**config.mk**
```make
export PLATFORM = sky130hd
export DESIGN_NAME = alu_sequencer
export DESIGN_NICKNAME = d
export VERILOG_FILES = /design/src/rtl/seq_pkg.sv /design/src/rtl/instr_fifo.sv /design/src/rtl/alu_sequencer.sv
export SDC_FILE = /design/constraint.sdc
export NUM_CORES = 1
export LEC_CHECK = 0
export ABC_AREA = 1
export BUFFER_PORTS_ARGS = -buffer_cell sky130_fd_sc_hd__buf_2
export CAP_MARGIN = 25
export CORE_MARGIN = 2
export CORE_UTILIZATION = 25
export CTS_CLUSTER_SIZE = 8
export DETAILED_ROUTE_END_ITERATION = 8
export PLACE_DENSITY = 0.52
export SYNTH_ARGS = -nofsm -noshare
export SYNTH_HDL_FRONTEND = slang
export SYNTH_SLANG_ARGS = --single-unit
```
**constraint.sdc**
```tcl
create_clock -name clk -period 3.67 [get_ports clk]
set_input_delay 0.1835 -clock clk [delete_from_list [all_inputs] [get_ports clk]]
set_output_delay 0.1835 -clock clk [all_outputs]
set_load 0.05 [all_outputs]
```
**src/rtl/seq_pkg.sv**
```systemverilog
// Shared types and widths for the ALU instruction sequencer.
package seq_pkg;

    localparam int unsigned OP_W    = 3;
    localparam int unsigned REG_W   = 2;
    localparam int unsigned INSTR_W = OP_W + 3 * REG_W;
    localparam int unsigned CNT_W   = 8;

    typedef enum logic [1:0] {
        S_IDLE = 2'd0,
        S_EXEC = 2'd1,
        S_WB   = 2'd2
    } state_e;

    // Field order fixes the bit positions: op[8:6], rd[5:4], rs1[3:2], rs2[1:0].
    typedef struct packed {
        logic [OP_W-1:0]  op;
        logic [REG_W-1:0] rd;
        logic [REG_W-1:0] rs1;
        logic [REG_W-1:0] rs2;
    } instr_t;

endpackage

```
**src/rtl/instr_fifo.sv**
```systemverilog
// Show-ahead instruction queue; push is ignored when full, pop when empty.
module instr_fifo #(
    parameter int unsigned DEPTH = 4,
    parameter int unsigned WIDTH = 9
) (
    input  logic             clk,
    input  logic             rst,
    input  logic             push,
    input  logic             pop,
    input  logic [WIDTH-1:0] din,
    output logic [WIDTH-1:0] dout,
    output logic             full,
    output logic             empty
);

    localparam int unsigned AW = (DEPTH > 1) ? $clog2(DEPTH) : 1;
    localparam int unsigned CW = AW + 1;

    logic [WIDTH-1:0] mem_q [DEPTH];
    logic [AW-1:0]    wr_ptr_q, wr_ptr_d;
    logic [AW-1:0]    rd_ptr_q, rd_ptr_d;
    logic [CW-1:0]    count_q, count_d;
    logic             do_push;
    logic             do_pop;

    assign full    = (count_q == CW'(DEPTH));
    assign empty   = (count_q == '0);
    assign dout    = mem_q[rd_ptr_q];
    assign do_push = push && !full;
    assign do_pop  = pop && !empty;

    // Pointer and occupancy next-state; DEPTH is a power of two so pointers wrap naturally.
    always_comb begin
        wr_ptr_d = wr_ptr_q;
        rd_ptr_d = rd_ptr_q;
        count_d  = count_q;
        if (do_push) wr_ptr_d = wr_ptr_q + AW'(1);
        if (do_pop)  rd_ptr_d = rd_ptr_q + AW'(1);
        case ({do_push, do_pop})
            2'b10:   count_d = count_q + CW'(1);
            2'b01:   count_d = count_q - CW'(1);
            default: count_d = count_q;
        endcase
    end

    // Pointer and occupancy registers.
    always_ff @(posedge clk) begin
        if (rst) begin
            wr_ptr_q <= '0;
            rd_ptr_q <= '0;
            count_q  <= '0;
        end else begin
            wr_ptr_q <= wr_ptr_d;
            rd_ptr_q <= rd_ptr_d;
            count_q  <= count_d;
        end
    end

    // Storage array; contents are don't-care until written.
    always_ff @(posedge clk) begin
        if (do_push) mem_q[wr_ptr_q] <= din;
    end

endmodule

```
**src/rtl/alu_sequencer.sv**
```systemverilog
// Queues instructions and steps each through EXEC and WB, driving the datapath controls.
module alu_sequencer
    import seq_pkg::*;
#(
    parameter int unsigned DEPTH = 4
) (
    input  logic               clk,
    input  logic               rst,
    input  logic               in_valid,
    input  logic [INSTR_W-1:0] in_instr,
    output logic               in_ready,
    output logic [OP_W-1:0]    alu_control,
    output logic [REG_W-1:0]   addr1,
    output logic [REG_W-1:0]   addr2,
    output logic [REG_W-1:0]   addr3,
    output logic               wr,
    input  logic               overflow,
    input  logic               carry,
    input  logic               flag_clr,
    output logic               ovf_sticky,
    output logic               carry_sticky,
    output logic               retire,
    output logic [CNT_W-1:0]   retired_cnt,
    output logic               busy
);

    state_e             state_q, state_d;
    instr_t             instr_q, instr_d;
    logic               wr_q, wr_d;
    logic               ovf_q, ovf_d;
    logic               carry_q, carry_d;
    logic [CNT_W-1:0]   cnt_q, cnt_d;

    logic               fifo_full;
    logic               fifo_empty;
    logic [INSTR_W-1:0] fifo_dout;
    logic               push;
    logic               pop;

    assign push = in_valid && !fifo_full;

    instr_fifo #(
        .DEPTH (DEPTH),
        .WIDTH (INSTR_W)
    ) u_fifo (
        .clk   (clk),
        .rst   (rst),
        .push  (push),
        .pop   (pop),
        .din   (in_instr),
        .dout  (fifo_dout),
        .full  (fifo_full),
        .empty (fifo_empty)
    );

    // Sequencing, flag accumulation and retire counting.
    always_comb begin
        state_d = state_q;
        instr_d = instr_q;
        pop     = 1'b0;
        ovf_d   = ovf_q;
        carry_d = carry_q;
        cnt_d   = cnt_q;

        case (state_q)
            S_IDLE: begin
                if (!fifo_empty) begin
                    pop     = 1'b1;
                    instr_d = instr_t'(fifo_dout);
                    state_d = S_EXEC;
                end
            end
            S_EXEC: begin
                state_d = S_WB;
            end
            S_WB: begin
                cnt_d = cnt_q + CNT_W'(1);
                if (!fifo_empty) begin
                    pop     = 1'b1;
                    instr_d = instr_t'(fifo_dout);
                    state_d = S_EXEC;
                end else begin
                    state_d = S_IDLE;
                end
            end
            default: begin
                state_d = S_IDLE;
            end
        endcase

        // A clear coinciding with the EXEC-end sample leaves exactly the sampled flag.
        if (state_q == S_EXEC) begin
            ovf_d   = overflow | (ovf_q & ~flag_clr);
            carry_d = carry | (carry_q & ~flag_clr);
        end else if (flag_clr) begin
            ovf_d   = 1'b0;
            carry_d = 1'b0;
        end

        wr_d = (state_d == S_WB);
    end

    // State, instruction and status registers.
    always_ff @(posedge clk) begin
        if (rst) begin
            state_q <= S_IDLE;
            instr_q <= '0;
            wr_q    <= 1'b0;
            ovf_q   <= 1'b0;
            carry_q <= 1'b0;
            cnt_q   <= '0;
        end else begin
            state_q <= state_d;
            instr_q <= instr_d;
            wr_q    <= wr_d;
            ovf_q   <= ovf_d;
            carry_q <= carry_d;
            cnt_q   <= cnt_d;
        end
    end

    assign in_ready     = !fifo_full;
    assign alu_control  = instr_q.op;
    assign addr1        = instr_q.rs1;
    assign addr2        = instr_q.rs2;
    assign addr3        = instr_q.rd;
    assign wr           = wr_q;
    assign retire       = wr_q;
    assign ovf_sticky   = ovf_q;
    assign carry_sticky = carry_q;
    assign retired_cnt  = cnt_q;
    assign busy         = (state_q != S_IDLE) || !fifo_empty;

endmodule

```
; After elaboration in Yosys (flattened, before gate mapping)
; Memory sizes are Yosys's and may differ from the RTL's. A register that Yosys moved wholly into a read port is not among the register bits.
; Index checks and enable logic that the tools add are counted.
[totals]
register_bits = 20
mem_bits_rw = 36
inputBits = 15
wordCells = 50
mem_count = 1
[classes]
add_sub_neg = 5
n_eq_ne = 6
muxes = 11
bitwise = 6
n_reduce_logical = 13
[mem_list]
columns = memory, depth, width, read_ports, rd_ports_with_merged_regs, write_ports, line
row1 = u_fifo.mem_q, 4, 9, 1, 1, 1, instr_fifo.sv:19  ; logic [WIDTH-1:0] mem_q [DEPTH];
[op_table]
columns = operator, n
row1 = $add A8 B1 Y8 const B, 1
row2 = $mux W1, 8
row3 = $eq A2 B2 Y1 const B, 3
row4 = $pmux W2 S3, 1
row5 = $pmux W3 S2, 1
row6 = $reduce_bool A2 Y1, 3
row7 = $add A2 B1 Y2 const B, 2
row8 = $eq A2 B1 Y1 const B, 2
row9 = $add A3 B1 Y3 const B, 1
row10 = $eq A3 B3 Y1 const B, 1
row11 = $logic_and A1 B1 Y1, 3
row12 = $logic_not A3 Y1, 1
row13 = $sub A3 B1 Y3 const B, 1
row14 = $and A1 B1 Y1, 2
row15 = $logic_not A1 Y1, 2
row16 = $logic_not A2 Y1, 1
row17 = $mux W2, 1
row18 = $not A1 Y1, 2
row19 = $or A1 B1 Y1, 2
row20 = $reduce_and A2 Y1, 1
row21 = $reduce_or A2 Y1, 1
row22 = $logic_or A1 B1 Y1, 1

; Depth between registers and ports, before layout
; Gate-level depths: netlist of run 1.
[logic_depth]
depth_word = 6
ltp_mapped = 13
ltp_nobuf = 13

; Hierarchy
; A second synthesis of run 1 with hierarchy kept.
[unflattened]
cells_unflattened = 270
area_unflattened_um2 = 2696.3
[by_module_without_submodules]
columns = mod, instances, cells_each, area_per_inst_um2
row1 = instr_fifo, 1, 156, 1855.5
row2 = alu_sequencer, 1, 114, 840.8

; Worst setup path after synthesis of run 1
; OpenSTA, ideal clock, no wires.
[synth_timing]
path_type = reg2reg
from = reg u_fifo.count_q[1]
to = reg u_fifo.count_q[2]
setup_ns = 0.113
t_arrival_ns = 1.802
setup_slack_ns = 1.755
path_stages_with_launch = 13
n_path_buf = 0
path_cell_list = dfxtp_1 -> inv_2 -> nand3_2 -> nand2_2 -> ha_1 -> inv_1 -> fa_1 -> inv_1 -> nand2_1 -> nand3_1 -> nand2_1 -> nand2_1 -> nor2_1
[synth_via]
elab_chain_len = 6
[synth_lines]
columns = item, line
row1 = from (decl), instr_fifo.sv:22  ; logic [CW-1:0] count_q, count_d;
row2 = from (signal assigned), instr_fifo.sv:55  ; count_q <= count_d;
row3 = $eq A3 B3 Y1 *, instr_fifo.sv:26  ; assign full = (count_q == CW'(DEPTH));
row4 = $logic_not A1 Y1 *, -
row5 = via in_ready, alu_sequencer.sv:11  ; output logic in_ready,
row6 = $logic_and A1 B1 Y1, alu_sequencer.sv:40  ; assign push = in_valid && !fifo_full;
row7 = $logic_and A1 B1 Y1 *, instr_fifo.sv:29  ; assign do_push = push && !full;
row8 = $eq A2 B1 Y1 or $eq A2 B2 Y1 (tied branches), instr_fifo.sv:39  ; case ({do_push, do_pop})
row9 = $pmux W3 S2 or $reduce_bool A2 Y1 (tied branches), -
; The timed path passes the listed nets; every way through them passes the cells marked *.
; A chain may end at the register's enable or synchronous reset.

; Worst setup path in the final report of run 1
[layout_timing]
from = reg u_fifo.count_q[2]
to = reg u_fifo.count_q[2]
[layout_via]
elab_chain_len = 6
[layout_lines]
columns = item, line
row1 = $logic_not A3 Y1 *, instr_fifo.sv:27  ; assign empty = (count_q == '0);
row2 = $mux W1 *, "alu_sequencer.sv:67, alu_sequencer.sv:78"
row3 = $mux W1 *, -
row4 = via pop, alu_sequencer.sv:38  ; logic pop;
row5 = $logic_and A1 B1 Y1 *, instr_fifo.sv:30  ; assign do_pop = pop && !empty;
row6 = $eq A2 B1 Y1 or $eq A2 B2 Y1 (tied branches), instr_fifo.sv:39
row7 = $pmux W3 S2 or $reduce_bool A2 Y1 (tied branches), -
; Marks and branches as above.

==> results of run 1 <==
-- per-layer routing --
layer | routed length, um | GRT usage, % | up-vias
li1 | - | - | 1088
met2 | 2595 | 15.21 | 46
met1 | 2709 | 11.86 | 898
met3 | 298 | 4.210 | 6
met4 | 60 | 3.667 | 0
met5 | 0 | 0 | -
-- worst max-delay path: stages, from the launching register on --
cell	delay (ns)
dfxtp_1	0.36
inv_2	0.07
nand3_4	0.07
nand2_4	0.15
inv_1	0.11
ha_1	0.17
inv_1	0.06
fa_1	0.38
nand2_1	0.08
nand3_1	0.09
nand2_1	0.07
nand2_1	0.04
nor2_1	0.11
-- area by class of cell --
class | instances | share of cell area (%)
Inverter | 67 | 7.186
Multi-Input combinational cell | 189 | 25.49
Clock inverter | 7 | 3.575
Timing Repair Buffer | 37 | 5.291
Sequential cell | 64 | 46.91
Clock buffer | 9 | 6.435
Tap cell | 143 | 5.113
-- power by group --
group / switching [mW] / internal (mW)
Combinational: 0.714 / 0.260
Clock: 0.326 / 0.671
Sequential: 0.106 / 0.888
-- registers in the layout (all words and copies together) (netlist names) --
register         cells
carry_sticky         1
u_fifo.rd_ptr_q      2
retired_cnt          8
u_fifo.mem_q        36
addr1                2
state_q              2
ovf_sticky           1
alu_control          3
u_fifo.count_q       3
addr2                2
u_fifo.wr_ptr_q      2
addr3                2
-- final timing paths --
path                                                        to  slack, ns  depth (start not counted)
worst max register to register  u_fifo.count_q[2]$_SDFFE_PP0P_       1.84                         12
worst max-delay path            u_fifo.count_q[2]$_SDFFE_PP0P_       1.84                         12
worst min register to register       carry_sticky$_SDFFE_PP0P_       0.48                          2
worst min-delay path                   ovf_sticky$_SDFFE_PP0P_       0.05                          3
-- through the flow --
stage | hold WS (ns) | worst slack [ns] | util, % | cells
2_1_floorplan | 0.2526 | 1.755 | - | 330
3_3_place_gp | 0.3795 | 1.881 | 27.94 | 500
3_5_place_dp | 0.3900 | 1.846 | 27.94 | 500
4_1_cts | 0.03866 | 1.822 | 31.05 | 516
5_1_grt | 0.04439 | 1.633 | 31.05 | 516
6_report | 0.04648 | 1.835 | 31.05 | 516
-- logic make-up after synthesis --
logic type / count (synthesis) / synth area share [%]
xor+xnor: 1 / 0.3067
buf+inv: 77 / 11.30
fa+ha+maj: 7 / 3.329
flops: 64 / 57.47
simple gates: 168 / 25.32
compound gates: 13 / 2.277
-- placed cells by master, fill, tap and decap left out --
master     instances
o21ai_1            1
nand3_1           28
dfxtp_1           28
nand3_2            3
clkinv_4           1
bufinv_16          3
nand3_4            1
inv_6              3
a21oi_1            9
clkinv_1           1
fa_1               1
nand2_4            1
nor2_1            40
xor2_1             1
o21ai_0            3
nand2_2            1
inv_1             61
clkbuf_16          9
inv_2              5
nand2_1           92
ha_1               6
nor2_4             2
buf_2             37
edfxtp_1          36
==> results.ini, run 1 <==
[outcome]
status=finished clean

[routing]
avgViaCountPerCell=3.950
drtPass1Iterations=6
drt_iter0_markers=131
drc=0
wl_per_cell_um=10.98
wl_mm=5.664
ant_nets=0
vias=2038

[clock_network]
cts_buffer_depth=2
post_cts_buffers=0
cts_num_sinks=64
cts.clk_slew.worst_paths_ns=0.06
cts-root-buf=clkbuf_16
numCtsBuffers=9
cts_tree=done
hold_buffers=0
cts-resized-gates=0
insertion_delay_ns=0.33
htree_levels=3

[floorplanning]
die-area_sq_mm=0.01230
die_x_um=110.9
fp-row-count=39
floorplan.initialDensity_pct=25.34
core_sq_mm=0.01127
dieHeight_um=110.9
ios=38

[power]
total_power_mw=2.965
powerDensity_mw_per_mm2=847.3
vdd_ir_drop_max_uv=253.6
leakagePower_nw=1.650

[timing]
setup_tns_ns=0
finalHoldViolCount=0
finalClockSkew_ns=0.004992
max_slew_margin_pct=38.28
rsz0062_at_grt=false
setup_viol=0
finalMaxSlewViolations=0
worst_pin_slew_ns=0.9224
post-route-period-util_pct=49.99
period_minus_slack_ns=1.835
max_freq_ghz=0.5451

[layout]
drive_gt1_share_pct=17.69
multi_input_comb_area_sq_um=892.1
area_growth_pct=22.51
fillerInstances=1189
diodes=0
nNetsFinal=390
seq_area_sq_mm=0.001642
design_area_sq_mm=0.003500

[setup_path]
worstPathArrival_ns=2.10
crit_path_end_kind=flop
worstPathMaxFanout=22
worstSetupPathType=reg -> reg
critPathLaunch=u_fifo.count_q[2]$_SDFFE_PP0P_
startpoint_type=flop
reg2reg_from=u_fifo.count_q[2]$_SDFFE_PP0P_
required_ns=3.93

[logic_synthesis]
avgSynthCellArea_sq_um=8.656
async_flop_share_pct=0
synth_edf_count=36
synth-seq-cells=64
synth_cells=330
synth.cell_area_sq_mm=0.002856
ys_top_cells_by_area=edfxtp_1, dfxtp_1, nand2_1, inv_1, nor2_1
yosysMostFrequentCell=nand2_1
yosysTopAreaCellShare_pct=37.84
synth-main-ff-cell=edfxtp_1
synth_cell_types=22
yosysWarningCount=0
syn_nets=352
synth_commonest_cells=nand2_1, inv_1, nor2_1
seq_area_frac_synth_pct=57.47
yosysTopAreaCell=edfxtp_1

[place]
place_area_sq_mm=0.003149
port_buffers=37
place.detailed.hpwl_mm=3.794
gp_congestion=0.7098

[grt]
grt.total_usage_pct=9.713
grt_pass1_wl_mm=9.301
grt_max_degree=23
grt_pass1_vias=1881
overflow=0
grt_antenna_before_repair=0

[min_path]
holdCritStartpoint=overflow
min_path_type=in -> reg

[job]
drv_cap=0

Power figures use the tool's default switching activity.
==> inputs of run 2 (changes only) <==
- PLACE_DENSITY: 0.52 -> 0.53
- clock period: 3.67 -> 1.5 ns (I/O delays scaled with it)
==> results.ini, run 2 (synthesis gave the netlist of run 1 again) <==
[setup_path]
crit_chain=inv_2, nand3_4, nand2_4, inv_4, ha_4, inv_2, fa_2, inv_2, nand2_2, nand3_2, nand2_1, nand2_1, nor2_1
worstPathMaxFanout=2
reg2reg_from=u_fifo.count_q[2]$_SDFFE_PP0P_
r2r-end=u_fifo.count_q[2]$_SDFFE_PP0P_
required_ns=1.72
rrSetupSlack_ns=-0.05
worstSetupPathType=reg -> reg
worstPathArrival_ns=1.76
cp_slowest_cell=fa_2
worstRegToRegCells=13
cpMostUsedCell=inv_2
critPathMaxStageDelay_ns=0.35
startpoint_type=flop
crit_path_end_kind=flop

[timing]
rsz0062_at_grt=true
worst_pin_slew_ns=0.3514
timing.final.ws_setup_ns=-0.04690
finalClockSkew_ns=0.006123
finalHoldViolCount=0
max_freq_ghz=0.6465
post-route-period-util_pct=103.1
setup_viol=1
finalMaxSlewViolations=0
max_slew_margin_pct=76.54
period_minus_slack_ns=1.547

[layout]
drive_gt1_share_pct=24.20
area_growth_pct=33.07
final_common_cell=nand2_1
nNetsFinal=422
largest_reg_flops=36
diodes=0
final_cell_mix=nand2_1, inv_1, nor2_1, buf_2, edfxtp_1
largest_register=u_fifo.mem_q
final_util_pct=33.72

[job]
drv_cap=0

[min_path]
hold-path-endpoint=ovf_sticky$_SDFFE_PP0P_
min_path_type=in -> reg
hold_depth=4
holdCritStartpoint=flag_clr

[grt]
grt_pass1_wl_mm=10.12
use_met3_pct=2.624
use_met2_pct=16.93
use_met1_pct=13.21
grt_max_degree=22
grt_antenna_before_repair=0
gr-max-usage-layer=met2
overflow=0
grt_pass1_vias=2121
grt.total_usage_pct=10.43

[floorplanning]
core_sq_mm=0.01127
die-area_sq_mm=0.01230
fp-row-count=39
dieHeight_um=110.9
floorplan.initialDensity_pct=25.34
ios=38
die_x_um=110.9

[routing]
drt_iter0_markers=114
drc=0
ant_nets=0
wl_per_cell_um=10.67
avgViaCountPerCell=3.989
drtPass1Iterations=4
wl_mm=5.846
vias=2186

[outcome]
violations=negative setup slack
status=finished, violations left

[place]
place.detailed.hpwl_mm=3.974
port_buffers=37
gp_congestion=0.7345

[power]
total_power_mw=7.535
powerDensity_mw_per_mm2=1982
vdd_ir_drop_max_uv=739.6
leakagePower_nw=1.788

[clock_network]
insertion_delay_ns=0.33
htree_levels=3
cts_num_sinks=64
cts.clk_slew.worst_paths_ns=0.06
numCtsBuffers=9
cts_tree=done
cts-root-buf=clkbuf_16
cts_buffer_depth=2

-- run 2: cell count changes in the layout (fill, tap and decap cells not counted), moves of 2 or more --
cell / delta
buf_6: +2
dfxtp_1: -3
dlygate4sd3_1: +11
inv_4: +3
dfxtp_2: +3
nand2_1: -2
buf_4: +19
inv_1: -3
-- run 2: power by group --
group | switching [mW] | internal (mW)
Clock | 0.796 | 1.47
Sequential | 0.154 | 2.18
Combinational | 1.97 | 0.960
-- run 2: worst max-delay path, delay by kind of cell, from the launching register on --
kind                       cells  cell delay, ns
adders and majority gates      2            0.48
and+or+nand+nor                7            0.40
DFF                            1            0.34
buffers and inverters          4            0.21
-- run 2: per-layer routing --
| metal | wire (um) | vias to the layer above |
|---|---|---|
| met3 | 260 | 7 |
| met4 | 93 | 0 |
| met5 | 0 | - |
| met1 | 2777 | 987 |
| met2 | 2715 | 38 |
| li1 | - | 1154 |
-- run 2: worst max path at each step --
| stage | cells past startpoint | end | startpoint |
|---|---|---|---|
| 5_1_grt | 12 | u_fifo.count_q[2]$_SDFFE_PP0P_ | u_fifo.count_q[2]$_SDFFE_PP0P_ |
| 2_1_floorplan | 12 | u_fifo.count_q[2]$_SDFFE_PP0P_ | u_fifo.count_q[0]$_SDFFE_PP0P_ |
| 6_report | 13 | u_fifo.count_q[2]$_SDFFE_PP0P_ | u_fifo.count_q[2]$_SDFFE_PP0P_ |
| 3_3_place_gp | 13 | u_fifo.count_q[2]$_SDFFE_PP0P_ | u_fifo.count_q[1]$_SDFFE_PP0P_ |
| 4_1_cts | 13 | u_fifo.count_q[2]$_SDFFE_PP0P_ | u_fifo.count_q[2]$_SDFFE_PP0P_ |
| 3_5_place_dp | 13 | u_fifo.count_q[2]$_SDFFE_PP0P_ | u_fifo.count_q[1]$_SDFFE_PP0P_ |
-- run 2: per-stage QoR --
step	setup TNS, ns	area (sq um)	instances	setup slack (ns)	hold slack, ns
3_5_place_dp	-0.1278	3319	518	-0.1254	0.2771
3_3_place_gp	-0.06148	3319	518	-0.06148	0.2654
5_1_grt	-0.1528	3801	548	-0.1528	0.02972
6_report	-0.04690	3801	548	-0.04690	0.02409
4_1_cts	-0.04291	3797	548	-0.04291	0.009223
2_1_floorplan	-0.3149	2892	330	-0.1897	0.1441
-- run 2: cell type report --
cell class | count | area, sq um
Clock buffer | 9 | 225.2
Clock inverter | 7 | 102.6
Tap cell | 143 | 178.9
Timing Repair Buffer | 69 | 460.4
Fill cell | 1146 | 7471
Sequential cell | 64 | 1645
Inverter | 67 | 259.0
Multi-Input combinational cell | 189 | 929.6
-- run 2: repair_timing --
item	CTS	global route
pin swaps	7	0
setup endpoints to repair	2	10
hold buffers	11	0
gates resized for setup	8	1
setup buffers	3	0
endpoints found under the hold margin	35	0
